--- src/rtl/peripheral_register_controller.sv ---
// Bus-to-counter-core register bridge: COUNT / CONFIG / STATUS registers behind a
// three-phase (IDLE, ACCESS, ACK) request/acknowledge handshake, with a latched lt_1k interrupt.
module peripheral_register_controller #(
    parameter int ADDR_W = 4
) (
    input  logic              clk,
    input  logic              reset,
    input  logic              bus_req,
    input  logic              bus_we,
    input  logic [ADDR_W-1:0] bus_addr,
    input  logic [31:0]       bus_wdata,
    output logic [31:0]       bus_rdata,
    output logic              bus_ack,
    output logic              bus_err,
    output logic [31:0]       count_in,
    output logic              count_en_in,
    output logic              count_dir_in,
    output logic              count_ire_in,
    output logic              count_we,
    output logic              count_config_we,
    input  logic [31:0]       count_out,
    input  logic              count_en_out,
    input  logic              count_dir_out,
    input  logic              count_ire_out,
    input  logic              count_lt_1k_out,
    output logic              irq
);

    typedef enum logic [1:0] {
        IDLE   = 2'd0,
        ACCESS = 2'd1,
        ACK    = 2'd2
    } state_t;

    localparam logic [1:0] A_COUNT  = 2'd0;
    localparam logic [1:0] A_CONFIG = 2'd1;
    localparam logic [1:0] A_STATUS = 2'd2;
    localparam logic [1:0] A_UNMAP  = 2'd3;

    state_t      r_state;
    state_t      w_next;

    logic        r_we;
    logic [1:0]  r_addr;
    logic        r_w1c;
    logic [31:0] r_rdata;
    logic        r_ack;
    logic        r_err;
    logic [31:0] r_count_in;
    logic        r_en_in;
    logic        r_dir_in;
    logic        r_ire_in;
    logic        r_count_we;
    logic        r_config_we;
    logic        r_irq_pending;
    logic        r_lt_prev;

    logic        w_start;
    logic [1:0]  w_dec;
    logic        w_irq_set;
    logic        w_irq_clr;
    logic        w_unused_addr;

    assign w_dec         = bus_addr[3:2];
    assign w_unused_addr = &{1'b0, bus_addr};
    assign w_start       = (r_state == IDLE) && bus_req;
    assign w_irq_set     = count_lt_1k_out && !r_lt_prev && count_ire_out;
    assign w_irq_clr     = (r_state == ACCESS) && r_we && (r_addr == A_STATUS) && r_w1c;

    always_ff @(posedge clk or posedge reset) begin
        if (reset) begin
            r_state <= IDLE;
        end else begin
            r_state <= w_next;
        end
    end

    always_comb begin
        w_next = r_state;
        case (r_state)
            IDLE:    if (bus_req) w_next = ACCESS;
            ACCESS:  w_next = ACK;
            ACK:     w_next = IDLE;
            default: w_next = IDLE;
        endcase
    end

    // Core strobes and data are registered on entry to ACCESS so they are live exactly during ACCESS.
    always_ff @(posedge clk or posedge reset) begin
        if (reset) begin
            r_we          <= 1'b0;
            r_addr        <= '0;
            r_w1c         <= 1'b0;
            r_rdata       <= '0;
            r_ack         <= 1'b0;
            r_err         <= 1'b0;
            r_count_in    <= '0;
            r_en_in       <= 1'b0;
            r_dir_in      <= 1'b0;
            r_ire_in      <= 1'b0;
            r_count_we    <= 1'b0;
            r_config_we   <= 1'b0;
            r_irq_pending <= 1'b0;
            r_lt_prev     <= 1'b0;
        end else begin
            r_count_we  <= 1'b0;
            r_config_we <= 1'b0;
            r_ack       <= 1'b0;
            r_err       <= 1'b0;
            r_rdata     <= '0;

            if (w_start) begin
                r_we   <= bus_we;
                r_addr <= w_dec;
                r_w1c  <= bus_wdata[0];
                if (bus_we && (w_dec == A_COUNT)) begin
                    r_count_in <= bus_wdata;
                    r_count_we <= 1'b1;
                end
                if (bus_we && (w_dec == A_CONFIG)) begin
                    r_en_in     <= bus_wdata[0];
                    r_dir_in    <= bus_wdata[1];
                    r_ire_in    <= bus_wdata[2];
                    r_config_we <= 1'b1;
                end
            end

            if (r_state == ACCESS) begin
                r_ack <= 1'b1;
                r_err <= (r_addr == A_UNMAP);
                if (!r_we) begin
                    case (r_addr)
                        A_COUNT:  r_rdata <= count_out;
                        A_CONFIG: r_rdata <= {28'b0, count_lt_1k_out, count_ire_out,
                                              count_dir_out, count_en_out};
                        A_STATUS: r_rdata <= {31'b0, r_irq_pending};
                        default:  r_rdata <= '0;
                    endcase
                end
            end

            // A set event in the same cycle as a W1C clear leaves the bit set.
            r_irq_pending <= w_irq_set || (r_irq_pending && !w_irq_clr);
            r_lt_prev     <= count_lt_1k_out;
        end
    end

    assign bus_rdata       = r_rdata;
    assign bus_ack         = r_ack;
    assign bus_err         = r_err;
    assign count_in        = r_count_in;
    assign count_en_in     = r_en_in;
    assign count_dir_in    = r_dir_in;
    assign count_ire_in    = r_ire_in;
    assign count_we        = r_count_we;
    assign count_config_we = r_config_we;
    assign irq             = r_irq_pending;

endmodule

--- config.mk ---
export PLATFORM = sky130hd
export DESIGN_NAME = peripheral_register_controller
export DESIGN_NICKNAME = d
export VERILOG_FILES = /design/src/rtl/peripheral_register_controller.sv
export SDC_FILE = /design/constraint.sdc
export NUM_CORES = 1
export LEC_CHECK = 0
export BUFFER_PORTS_ARGS = -buffer_cell sky130_fd_sc_hd__buf_2
export CORE_MARGIN = 4
export CORE_UTILIZATION = 45
export CTS_CLUSTER_DIAMETER = 60
export DETAILED_ROUTE_END_ITERATION = 12
export PLACE_DENSITY_LB_ADDON = 0.1
export SLEW_MARGIN = 20
export SYNTH_ARGS = -nofsm -noshare
export SYNTH_HDL_FRONTEND = slang
export SYNTH_SLANG_ARGS = --single-unit
--- constraint.sdc ---
create_clock -name clk -period 2.88 [get_ports clk]
set_input_delay 0.144 -clock clk [delete_from_list [all_inputs] [get_ports clk]]
set_output_delay 0.144 -clock clk [all_outputs]
set_load 0.02 [all_outputs]
* Word-level counts from Yosys, hierarchy flattened
Cells that the tools add are included.
Storage, ports and cells: flip-flop bits (word level) 79, memories kept 0, logic and storage cells 49, latch bits 0, output and inout port bits 72, RAM bits 0, ROM bits 0, input port bits 76
Cells by class: reductions and logical operators 17, equal/unequal tests 6, shifts and indexed selects 0, add/subtract/negate cells 0, mux-type cells 11, bitwise gates (word level) 0, divide/modulo/power cells 0, multiply operators 0, order comparisons 0
Operators with widths (count):
- case mux 32 bit (3 select lines) | 1
- 2-to-1 mux 32 bit | 2
- logical AND 1 bit | 9
- == test 2 x 1 -> 1 bit (second input constant) | 3
- logical NOT 2 bit | 3
- 2-to-1 mux 1 bit | 6
- == test 2 bit (second input constant) | 2
- case mux 2 bit (2 select lines) | 1
- AND reduction 2 bit | 2
- logical NOT 1 bit | 2
- 2-to-1 mux 2 bit | 1
- != test 2 bit (second input constant) | 1
- logical OR 1 bit | 1

* Longest topological paths before layout
depth after elaboration 7, mapped depth 4, gate-level depth less buffers 3

* Worst setup path after synthesis
OpenSTA, ideal clock, no wires.
path kind register to register, start point register r_state[0], end point register r_count_in[0], in the netlist count_in[0], arrival 1.382 ns, path buffers 1, stages on the path, launching flop included 5, setup slack 1.373 ns, library setup time 0.125 ns, period minus slack after synthesis 1.507 ns, data required time 2.755 ns, path through dfrtp_1 -> nand4bb_4 -> nor3_4 -> buf_6 -> mux2_2
Between the ends: cells in the longest elaborated chain, start to end 3
RTL lines:
- start, declared | line 40 | state_t r_state;
- start signal, assigned | line 74 | r_state <= w_next;
- logical NOT 2 bit | line 66 | assign w_start = (r_state == IDLE) && bus_req;
- logical AND 1 bit | line 66
- AND reduction 2 bit (no source line)
- end signal, assigned | line 117 | r_count_in <= bus_wdata;
- end, declared | line 49 | logic [31:0] r_count_in;
Every way passes these cells. A chain may end at the register's enable or synchronous reset.

* Final worst setup path
start point register r_state[0], end point register r_count_in[12], in the netlist count_in[12]
The elaborated chain is that of the path after synthesis.

==> impl_metrics.json <==
{
  "drt-initial-drc-count": 20,
  "synthFlopType": "dfrtp_1",
  "cts_buffers": 9,
  "grt_pass1_vias": 2053,
  "yosys.area.top_type_share": 0.691,
  "port-buffer-count": 145,
  "synth_area_per_cell_um2": 16.1,
  "die_x_um": 87.8,
  "tightest_slew_ns": 0.975,
  "fillers": 473,
  "multi_input_area_um2": 828,
  "io_pins": 148,
  "leakagePower_nw": 2.16,
  "grt_max_degree": 63,
  "antenna_found_initial": 0,
  "fin_hold_ws_ns": -0.0670,
  "hold_violations": 60,
  "finalSetupTns_ns": 0,
  "worstReg2RegEnd": "count_in[12]",
  "drv_cap": 0,
  "pwr-share-clk": 0.290,
  "clk_latency_ns": 0.34,
  "synth.distinct_cells": 23,
  "syn-num-nets": 254,
  "cts_tree": "yes",
  "fin_cells": 424,
  "regToRegStartpoint": "r_state[0]",
  "cp_max_fo": 22,
  "netlist.top_cell.by_area": "dfrtp_1",
  "netlist_area_um2": 2860,
  "design_area_um2": 4020,
  "die_area_um2": 7700,
  "async_flop_share": 1.00,
  "drive_gt1_frac": 0.602,
  "synth.most_common_cell": "dfrtp_1",
  "dpl_cell_area_um2": 3670,
  "synth_edf_count": 0,
  "dp_hpwl_um": 4320,
  "synth_cells": 178,
  "arrival_ns": 2.08,
  "core_area_um2": 6060,
  "fin_nets": 420,
  "criticalPathCategory": "reg -> reg",
  "start_util": 0.472,
  "dieHeight_um": 87.8,
  "violations": "negative hold slack",
  "ant_nets": 0,
  "cts_htree_levels": 3,
  "yosys_warnings": 0,
  "status": "complete, but fails checks",
  "relSlewSlack": 0.345,
  "netSwitchingFraction": 0.302,
  "overflow": 0,
  "diodes": 0,
  "internal_power_w": 0.00212,
  "power.net_switching_w": 0.000920,
  "p_seq_frac": 0.464,
  "critPathLaunchType": "flip-flop",
  "min_path_type": "in -> async",
  "gp_congestion": 0.698,
  "wl_per_cell_um": 14.0,
  "cts.clk_slew.worst_paths_ns": 0.08,
  "dr.pass1.iters": 4,
  "dr_total_vias": 1918,
  "rr_worst_depth": 4,
  "fin_util": 0.664,
  "fin_crit_sh": 0.647,
  "drcViolationCount": 0,
  "finalMaxSlewViolations": 0,
  "track_usage": 0.163,
  "rows": 28,
  "peakVddDrop_uv": 495,
  "crit_required_ns": 3.10,
  "fin_skew_ns": 0.0132,
  "cts_root_buf": "clkbuf_8",
  "routed_wl_um": 5930,
  "power.density_nw_per_um2": 757,
  "via_per_inst": 4.52,
  "end_kind": "flip-flop",
  "ys_ff_latch": 79,
  "rsz0062_at_grt": "no",
  "rrSetupSlack_ns": 1.02,
  "finalSetupViolCount": 0,
  "area_delta_synth_final_pct": 40.5,
  "ys_seq_area_frac": 0.691,
  "dpl.cell_count": 395,
  "cts_sinks": 79,
  "ff_latch_area_um2": 1980,
  "grt_pass1_wl_um": 9540,
  "synth_commonest_cells": "dfrtp_1, mux2_2, and2_1",
  "min_period_ns": 1.86,
  "clockBufferDepth": 2,
  "combPwrFrac": 0.246,
  "fmax_mhz": 537,
  "synthTopCellsByArea": "dfrtp_1, mux2_2, and2_1"
}
==> kinds of logic (layout without fill, tap and decap cells) <==
| kind of cell | Yosys count | in the layout | synth area share |
|---|---|---|---|
| flops | 79 | 79 | 0.691 |
| buf+inv | 9 | 180 | 0.0201 |
| simple gates | 44 | 44 | 0.115 |
| mux | 43 | 43 | 0.167 |
| compound gates | 3 | 3 | 0.00699 |
==> critical path: stages, from the launching register on <==
cell,delay (ns)
dfrtp_1,0.42
nand4bb_4,0.24
nor3_4,0.49
buf_12,0.25
mux2_2,0.35
==> sequential cells by signal, summed over array words and instances (netlist names), 2 cells and up <==
register,cells
r_state,2
count_in,32
bus_rdata,32
r_addr,2
==> how the worst max path moves through the flow <==
stage | start | end | slack, ns | cells past startpoint
6_report | r_state[0] | count_in[12] | 1.02 | 4
5_1_grt | r_addr[0] | bus_rdata[17] | 0.89 | 2
4_1_cts | r_state[0] | count_in[18] | 0.99 | 4
3_5_place_dp | r_state[0] | count_in[18] | 0.99 | 4
3_3_place_gp | r_state[0] | count_in[16] | 1.01 | 4
2_1_floorplan | reset | bus_ack | 0.71 | 1
==> metal layers <==
layer	vias up	wire, µm	part of all wire	track usage
li1	927	-	-	-
met5	-	0	0	0
met1	894	2290	0.39	0.196
met4	0	59	0.0099	0.0669
met2	91	2860	0.48	0.258
met3	6	720	0.12	0.0696
==> final cells by class <==
| cell class | count | share of cell area |
|---|---|---|
| clock buffers | 9 | 0.0308 |
| clock inverters | 7 | 0.0236 |
| inverters | 3 | 0.00342 |
| multi-input cells | 90 | 0.206 |
| flip-flops and latches | 79 | 0.491 |
| well taps | 75 | 0.0233 |
| repair buffers | 161 | 0.221 |
==> stage by stage <==
stage	total power, W	setup slack [ns]
4_1_cts	0.00309	0.986
6_report	0.00304	1.02
5_1_grt	0.00321	0.894
3_3_place_gp	0.00216	1.01
3_5_place_dp	0.00218	0.986
2_1_floorplan	0.00189	0.713
==> power groups by stage <==
stage / clock network (W) / logic [W] / registers [W]
3_5_place_dp: 0 / 0.000745 / 0.00144
6_report: 0.000884 / 0.000749 / 0.00141
2_1_floorplan: 0 / 0.000240 / 0.00165
4_1_cts: 0.000912 / 0.000762 / 0.00141
3_3_place_gp: 0 / 0.000733 / 0.00143
5_1_grt: 0.000958 / 0.000810 / 0.00144
==> what timing repair did <==
action,4_1_cts,5_1_grt
hold buffers,13,0
hold endpoints to repair,13,0
resized for setup,0,0
setup buffers,0,0
==> layout by cell type, fill, tap and decap left out <==
cell type	count
and2_1	28
and3_1	1
buf_12	1
buf_2	145
buf_4	2
bufinv_16	2
clkbuf_8	9
clkinv_2	2
clkinv_4	1
clkinvlp_4	1
dfrtp_1	79
dlygate4sd3_1	13
inv_1	2
inv_4	1
inv_6	1
mux2_2	39
mux2i_1	4
nand2_1	1
nand2b_4	1
nand3_1	1
nand3b_1	1
nand4bb_4	1
nor2_1	3
nor3_1	2
nor3_4	1
nor3b_2	2
nor4_4	1
o21a_1	1
o21ai_0	1
o31ai_1	1
or3_1	1
Note: power is estimated with default switching activity, not from simulation.
